==> src/rtl/fpu_float2int.sv <==
// IEEE 754 binary32 to signed int32 converter, one-bit-per-cycle alignment shifter.
// Optional FPU_F2I_ROUND_EN selects round-to-nearest-even; default build truncates toward zero.
module fpu_float2int (
  input  logic        clk,
  input  logic        rst,
  input  logic [31:0] a,
  input  logic        in_valid,
  output logic        in_ready,
  output logic [31:0] result,
  output logic        out_valid,
  input  logic        out_ready,
  output logic        overflow,
  output logic        invalid
);

  // state    | meaning
  // IDLE     | waiting for an operand
  // CLASSIFY | decode special cases, load working register and shift count
  // SHIFT    | align mantissa one bit per cycle
  // ROUND    | optional rounding, sign apply, late saturation
  // DONE     | result held until consumer accepts
  typedef enum logic [2:0] {IDLE, CLASSIFY, SHIFT, ROUND, DONE} state_t;

  state_t      state;
  logic [31:0] a_reg;
  logic [31:0] work;
  logic [4:0]  n;
  logic        shift_left;
`ifdef FPU_F2I_ROUND_EN
  logic        guard;
  logic        sticky;
`endif

  logic        sign_f;
  logic [7:0]  exp_f;
  logic [22:0] frac_f;
  logic        round_up;
  logic [31:0] mag;

  assign sign_f   = a_reg[31];
  assign exp_f    = a_reg[30:23];
  assign frac_f   = a_reg[22:0];
  assign in_ready = (state == IDLE) && !rst;

  always_comb begin
    round_up = 1'b0;
`ifdef FPU_F2I_ROUND_EN
    round_up = !shift_left && guard && (sticky || work[0]);
`endif
    // Normal-path magnitudes stay below 2^31, so this add never wraps.
    mag = work + {31'd0, round_up};
  end

  always_ff @(posedge clk) begin
    if (rst) begin
      state      <= IDLE;
      a_reg      <= 32'd0;
      work       <= 32'd0;
      n          <= 5'd0;
      shift_left <= 1'b0;
      result     <= 32'd0;
      out_valid  <= 1'b0;
      overflow   <= 1'b0;
      invalid    <= 1'b0;
`ifdef FPU_F2I_ROUND_EN
      guard      <= 1'b0;
      sticky     <= 1'b0;
`endif
    end else begin
      case (state)
        IDLE: begin
          if (in_valid) begin
            a_reg    <= a;
            overflow <= 1'b0;
            invalid  <= 1'b0;
            state    <= CLASSIFY;
          end
        end
        CLASSIFY: begin
`ifdef FPU_F2I_ROUND_EN
          guard  <= 1'b0;
          sticky <= 1'b0;
`endif
          work       <= {8'd0, 1'b1, frac_f};
          shift_left <= (exp_f > 8'd150);
          if (exp_f > 8'd150) n <= exp_f[4:0] - 5'd22;
          else                n <= 5'd22 - exp_f[4:0];
          if (exp_f == 8'd0) begin
            result    <= 32'd0;
            out_valid <= 1'b1;
            state     <= DONE;
          end else if (exp_f == 8'd255) begin
            if (frac_f != 23'd0) begin
              result  <= 32'h8000_0000;
              invalid <= 1'b1;
            end else begin
              result   <= sign_f ? 32'h8000_0000 : 32'h7FFF_FFFF;
              overflow <= 1'b1;
            end
            out_valid <= 1'b1;
            state     <= DONE;
          end else if (exp_f >= 8'd158) begin
            result    <= sign_f ? 32'h8000_0000 : 32'h7FFF_FFFF;
            // Exactly -2^31 is representable.
            overflow  <= !(sign_f && exp_f == 8'd158 && frac_f == 23'd0);
            out_valid <= 1'b1;
            state     <= DONE;
          end else if (exp_f <= 8'd126) begin
            result <= 32'd0;
`ifdef FPU_F2I_ROUND_EN
            if (exp_f == 8'd126 && frac_f != 23'd0)
              result <= sign_f ? 32'hFFFF_FFFF : 32'd1;
`endif
            out_valid <= 1'b1;
            state     <= DONE;
          end else if (exp_f == 8'd150) begin
            state <= ROUND;
          end else begin
            state <= SHIFT;
          end
        end
        SHIFT: begin
          if (shift_left) begin
            work <= {work[30:0], 1'b0};
          end else begin
            work <= {1'b0, work[31:1]};
`ifdef FPU_F2I_ROUND_EN
            guard  <= work[0];
            sticky <= sticky | guard;
`endif
          end
          n <= n - 5'd1;
          if (n == 5'd1) state <= ROUND;
        end
        ROUND: begin
          if (!sign_f && mag[31]) begin
            result   <= 32'h7FFF_FFFF;
            overflow <= 1'b1;
          end else begin
            result <= sign_f ? (32'd0 - mag) : mag;
          end
          out_valid <= 1'b1;
          state     <= DONE;
        end
        DONE: begin
          if (out_ready) begin
            out_valid <= 1'b0;
            state     <= IDLE;
          end
        end
        default: state <= IDLE;
      endcase
    end
  end

endmodule
==> config.mk <==
export PLATFORM = sky130hd
export DESIGN_NAME = fpu_float2int
export DESIGN_NICKNAME = d
export VERILOG_FILES = /design/src/rtl/fpu_float2int.sv
export SDC_FILE = /design/constraint.sdc
export NUM_CORES = 1
export LEC_CHECK = 0
export CAP_MARGIN = 15
export CORE_ASPECT_RATIO = 1.5
export CORE_MARGIN = 2
export CORE_UTILIZATION = 35
export CTS_CLUSTER_SIZE = 14
export DETAILED_ROUTE_END_ITERATION = 8
export MAX_ROUTING_LAYER = met4
export PLACE_DENSITY_LB_ADDON = 0.12
export SLEW_MARGIN = 20
export SYNTH_ARGS = -nofsm -noshare
export SYNTH_HDL_FRONTEND = slang
export SYNTH_SLANG_ARGS = --single-unit
export TNS_END_PERCENT = 30
==> constraint.sdc <==
create_clock -name clk -period 4.35 [get_ports clk]
set_clock_uncertainty 0.15 [all_clocks]
set_input_delay 0.435 -clock clk [delete_from_list [all_inputs] [get_ports clk]]
set_output_delay 0.435 -clock clk [all_outputs]
set_load 0.005 [all_outputs]
[After elaboration in Yosys (flattened, before gate mapping)]
Index checks and enable logic that the tools add are counted.
Word-level totals
  register bits after elaboration: 108
  bits in latches: 0
  memory bits (writable): 0
  ROM bits: 0
  input port bits: 36
  output and inout bits: 36
  logic and storage cells: 95
  memories: 0
Operators by class
  add/subtract/negate cells: 4
  $mul: 0
  div/mod/pow operators: 0
  order comparisons: 3
  equal/unequal tests: 18
  shift-type cells: 0
  multiplexer cells: 39
  bitwise gates (word level): 0
  reductions and logical operators: 22
Operators with widths (number)
  $mux W32: 9
  $pmux W32 S2: 2
  $sub A1 B32 Y32 const A: 1
  $eq A8 B8 Y1 const B: 3
  $logic_not A23 Y1: 1
  $reduce_bool A23 Y1: 1
  $mux W3: 7
  $mux W1: 15
  $pmux W3 S5: 1
  $ne A2 B2 Y1 const B: 7
  $pmux W5 S2: 1
  $ge A8 B8 Y1 const B: 1
  $gt A8 B8 Y1 const B: 1
  $le A8 B7 Y1 const B: 1
  $logic_not A8 Y1: 1
  $eq A3 B2 Y1 const B: 2
  $ne A3 B3 Y1 const B: 2
  $pmux W1 S3: 2
  $reduce_and A3 Y1: 2
  $reduce_and A6 Y1: 1
  $reduce_bool A2 Y1: 3
  $reduce_bool A3 Y1: 2
  $eq A5 B1 Y1 const B: 1
  $mux W5: 1
  12 further kinds: 18

[Longest topological paths before layout]
  depth after elaboration: 8
  gate-level depth with buffers: 8
  mapped depth without buffers: 8

[Worst setup path after synthesis]
OpenSTA, ideal clock, no wires.
  kind: register -> register
  start point: reg work[1]
  end point: reg result[20]
  setup time: 86 ps
  arrival time: 1838 ps
  data required time: 4114 ps
  path slack: 2276 ps
  cell stages (with the launch flop): 9
  clock period less this slack: 2074 ps
  cell sequence: dfxtp_1 -> inv_1 -> ha_1 -> nor3b_1 -> nand4_2 -> nor3b_1 -> xnor2_1 -> o221ai_1 -> a211oi_1
Between the ends
  word-level cells in the longest chain between the ends: 4
RTL lines
  start, declared: RTL line 26  | logic [31:0] work;
  start signal, assigned: RTL line 84  | work <= {8'd0, 1'b1, frac_f};
  start signal, assigned: RTL line 124  | work <= {work[30:0], 1'b0};
  start signal, assigned: RTL line 126  | work <= {1'b0, work[31:1]};
  $sub A1 B32 Y32: RTL line 140  | result <= sign_f ? (32'd0 - mag) : mag;
  $mux W32: RTL line 140
  $mux W32: RTL line 136  | if (!sign_f && mag[31]) begin
  $pmux W32 S2: RTL line 70  | case (state)
  end signal, assigned: RTL line 97  | result <= sign_f ? 32'h8000_0000 : 32'h7FFF_FFFF;
  end signal, assigned: RTL line 103  | result <= sign_f ? 32'h8000_0000 : 32'h7FFF_FFFF;
  end signal, assigned: RTL line 140
  end, declared: RTL line 9  | output logic [31:0] result,
Every way passes these cells.
A chain may end at the register's enable or synchronous reset.

[Worst setup path after layout]
  start point: reg state[1]
  end point: reg work[5]
Between the ends
  word-level cells in the longest chain between the ends: 2
  elaborated cells between the ends (all ways): 4
  classes of those cells: eq/ne (2); mux (1); reduce/logical (1)
RTL lines
  start, declared: RTL line 24  | state_t state;
  start signal, assigned: RTL line 56  | state <= IDLE;
  start signal, assigned: RTL line 76  | state <= CLASSIFY;
  start signal, assigned: RTL line 91  | state <= DONE;
  $eq A3 B2 Y1 or $eq A3 B1 Y1 (tied branches): RTL line 70
  $pmux W32 S2 or $reduce_bool A2 Y1 (tied branches)
Several ways; a longest one is shown, not always the timed one.

==> summary.md <==
| Metric | Value |
|---|---|
| Register clock-pin slew on the reported worst setup and hold paths | 0.07 ns |
| VDD IR max | 0.162 mV |
| CTS Buf Count | 9 |
| Starting DRT DRC Count | 270 |
| Share of power burned in registers | 0.466 |
| Longest Clk Path Bufs | 2 |
| Synth cell count leaders | nor2_1, dfxtp_1, nand2_1 |
| Cell family with most CP delay | simple AND/OR/NAND/NOR gates |
| Pwr dens | 347 mW/mm^2 |
| Total wire length | 15000 um |
| CTS resizes | 0 |
| Cell taking the most area after synthesis | dfxtp_1 |
| CP Data Required Time | 4.40 ns |
| Full die area | 0.0174 mm^2 |
| Sw frac | 0.279 |
| Share of cells above drive strength 1 | 0.0673 |
| Tcrit/Tclk final | 0.605 |
| Final nets | 799 |
| Vias in the first global route | 5033 |
| Clk root buf | clkbuf_16 |
| Reg-to-Reg Start | state[1]$_SDFFE_PP0P_ |
| Row cnt | 57 |
| Max-Cap Viols | 0 |
| Worst-path cell chain | inv_2, nor3_2, nor2_2, buf_4, a221oi_1, nor2_1 |
| Post-route cell area | 0.00681 mm^2 |
| Die Y-Extent | 161 um |
| # diodes | 0 |
| Status | finished clean |
| Overall Global Routing Usage | 0.182 |
| RePlAce Congestion | 0.883 |
| DP Area | 0.00652 mm^2 |
| CTS tree | yes |
| Hold EP | shift_left$_SDFFE_PP0P_ |
| Wire per inst | 15.5 um |
| Global route overflow | 0 |
| Synth top area cells | dfxtp_1, nor2_1, nand2_1 |
| Min Hold Slack | 0.310 ns |
| Fin. Hold Viols | 0 |
| Place WS | 1.73 ns |
| Synth top area share | 0.377 |
| Critical-path top delay cell | dfxtp_1 |
| Syn nets | 775 |
| Syn-to-layout area delta | 18.7% |
| Post-CTS Hold Fix Bufs | 0 |
| Worst-margin pin slew | 0.996 ns |
| Sequential fraction of the synthesis area | 0.377 |
| Count of final setup violators | 0 |
| Fin crit period | 2.63 ns |
| Critical Path AT | 2.68 ns |
| FF-to-FF setup slack | 1.72 ns |
| CP startpoint kind | flip-flop |
| Clock share of power | 0.350 |
| Max Fanout on Critical Path | 28 |
| Hold path cells | 2 |
| Crit Path Class | flip-flop to flip-flop |
| Net Sw Power | 660 uW |
| Max Fclk | 380 MHz |
| H-tree levels | 3 |
| IO Port Bufs | 71 |
| First-pass iteration count of the detailed router | 7 |
| Final max-slew violation count | 0 |
| Rel. slew slack | 0.336 |
| Global-route wire length before repair | 25300 um |
| Pin count of the biggest net entering global routing | 94 |
| R2r worst-path depth | 6 |
| Reg2reg end | work[5]$_SDFFE_PP0P_ |
| Starting Density | 0.356 |
| FFs w/ async S/R, synth | 0 |
| Synth unique cells | 56 |
| Non-Filler Instances | 964 |
| Synthesized instance count | 730 |
| Clk_lat worst skew | 0.35 ns |
| Combinational power share | 0.184 |
| Hpwl dp | 10600 um |
| Critical path capture point type | flip-flop |
| Post-route DRC | 0 |
| Leakage | 2.28 nW |
| CP peak stage delay | 0.62 ns |
| Core area | 0.0161 mm^2 |
| Placed Cells | 949 |
| Final WS setup | 1.72 ns |
| Setup TNS | 0 ns |
| Antenna Nets Post-Route | 0 |
| Most common cell in the netlist | nor2_1 |
| Yosys reg bits | 108 |
| Setup bufs post-CTS | 0 |
| Hold Crit Start | shift_left$_SDFFE_PP0P_ |
| Worst Path Buf+Inv | 2 |
| Total power | 2.37 mW |
| Number of synthesized flops with an enable pin | 0 |
| TritonCTS Sinks | 108 |
| Syn. warnings | 0 |
| Vias per cell | 5.52 |
| RSZ-0062 raised after global routing | no |
| I/O pins | 72 |
| Vias | 5318 |
| Synthesized area per cell | 7.86 um^2 |
| Final core utilization | 0.423 |
| Synth Flop Type | dfxtp_1 |
| HP Class | flip-flop to flip-flop |
| Die X | 109 um |
| Internal power | 1.71 mW |
| Initial antenna violation count | 0 |
| Synth Cell Area | 0.00574 mm^2 |
## logic make-up (layout without fill, tap and decap cells)
| kind of cell | count (synthesis) | in the layout | synth area share |
|---|---|---|---|
| buf+inv | 81 | 109 | 0.0582 |
| flops | 108 | 108 | 0.377 |
| mux | 32 | 32 | 0.0558 |
| xor+xnor | 17 | 17 | 0.0260 |
| compound gates | 193 | 193 | 0.222 |
| simple gates | 290 | 290 | 0.241 |
| fa+ha+maj | 9 | 9 | 0.0196 |
## how the worst max path moves through the flow
stage / slack [ns] / startpoint / end / cells after the start
after detailed placement: 1.73 / state[1]$_SDFFE_PP0P_ / work[5]$_SDFFE_PP0P_ / 6
after global routing: 1.42 / a_reg[25]$_SDFFE_PP0P_ / result[19]$_SDFFE_PP0P_ / 7
final: 1.72 / state[1]$_SDFFE_PP0P_ / work[5]$_SDFFE_PP0P_ / 6
after floorplan: 2.28 / work[1]$_SDFFE_PP0P_ / result[20]$_SDFFE_PP0P_ / 8
after global placement: 1.58 / a_reg[25]$_SDFFE_PP0P_ / result[29]$_SDFFE_PP0P_ / 7
after CTS: 1.72 / state[1]$_SDFFE_PP0P_ / work[5]$_SDFFE_PP0P_ / 6
## routing by layer
metal,up-vias,share of wire,wire length (um),track usage
met2,149,0.47,7090,0.285
met1,2496,0.47,7000,0.242
met5,-,0,0,-
li1,2650,-,-,-
met3,23,0.040,601,0.0223
met4,0,0.019,286,0.0600
## worst min-delay path, cell delays in order, from the launching register on
cell and delay (ns):
dfxtp_1 0.31, nand2_1 0.05, a21oi_1 0.05
## layout by cell type (no fill, tap or decap), types with 3 or more instances in the layout
cell / count
o21ai_0: 24
ha_1: 9
nor3_1: 18
clkdlybuf4s50_1: 70
o22a_1: 6
nor3b_1: 3
xnor2_1: 9
nand3_1: 6
a221oi_1: 26
o221ai_1: 12
a21oi_1: 67
nor2_1: 116
a211oi_1: 23
nand4b_1: 3
o211ai_1: 7
nand3b_1: 6
dfxtp_1: 108
nor4_1: 11
nand2b_1: 3
or3_1: 5
clkbuf_16: 9
inv_1: 11
nand2_1: 92
nor4_2: 5
nand4_1: 3
xor2_1: 8
mux2i_1: 32
a31oi_1: 13
buf_4: 10
## layout make-up
class	count	area, um^2
Clock buffer	11	243
Clock inverter	4	50.0
Fill cell	1714	9310
Inverter	12	45.0
Multi-Input combinational cell	541	3260
Sequential cell	108	2160
Tap cell	206	258
Timing Repair Buffer	82	792
## power by group through the flow
stage               Sequential, mW  Combinational (mW)  Clock [mW]
CTS                           1.10               0.441       0.848
global placement              1.12               0.428           0
global route                  1.11               0.489       0.888
finish                        1.10               0.436       0.828
floorplan                     1.10               0.302           0
detailed placement            1.12               0.439           0
No activity file was read; power rests on OpenSTA's default activity.
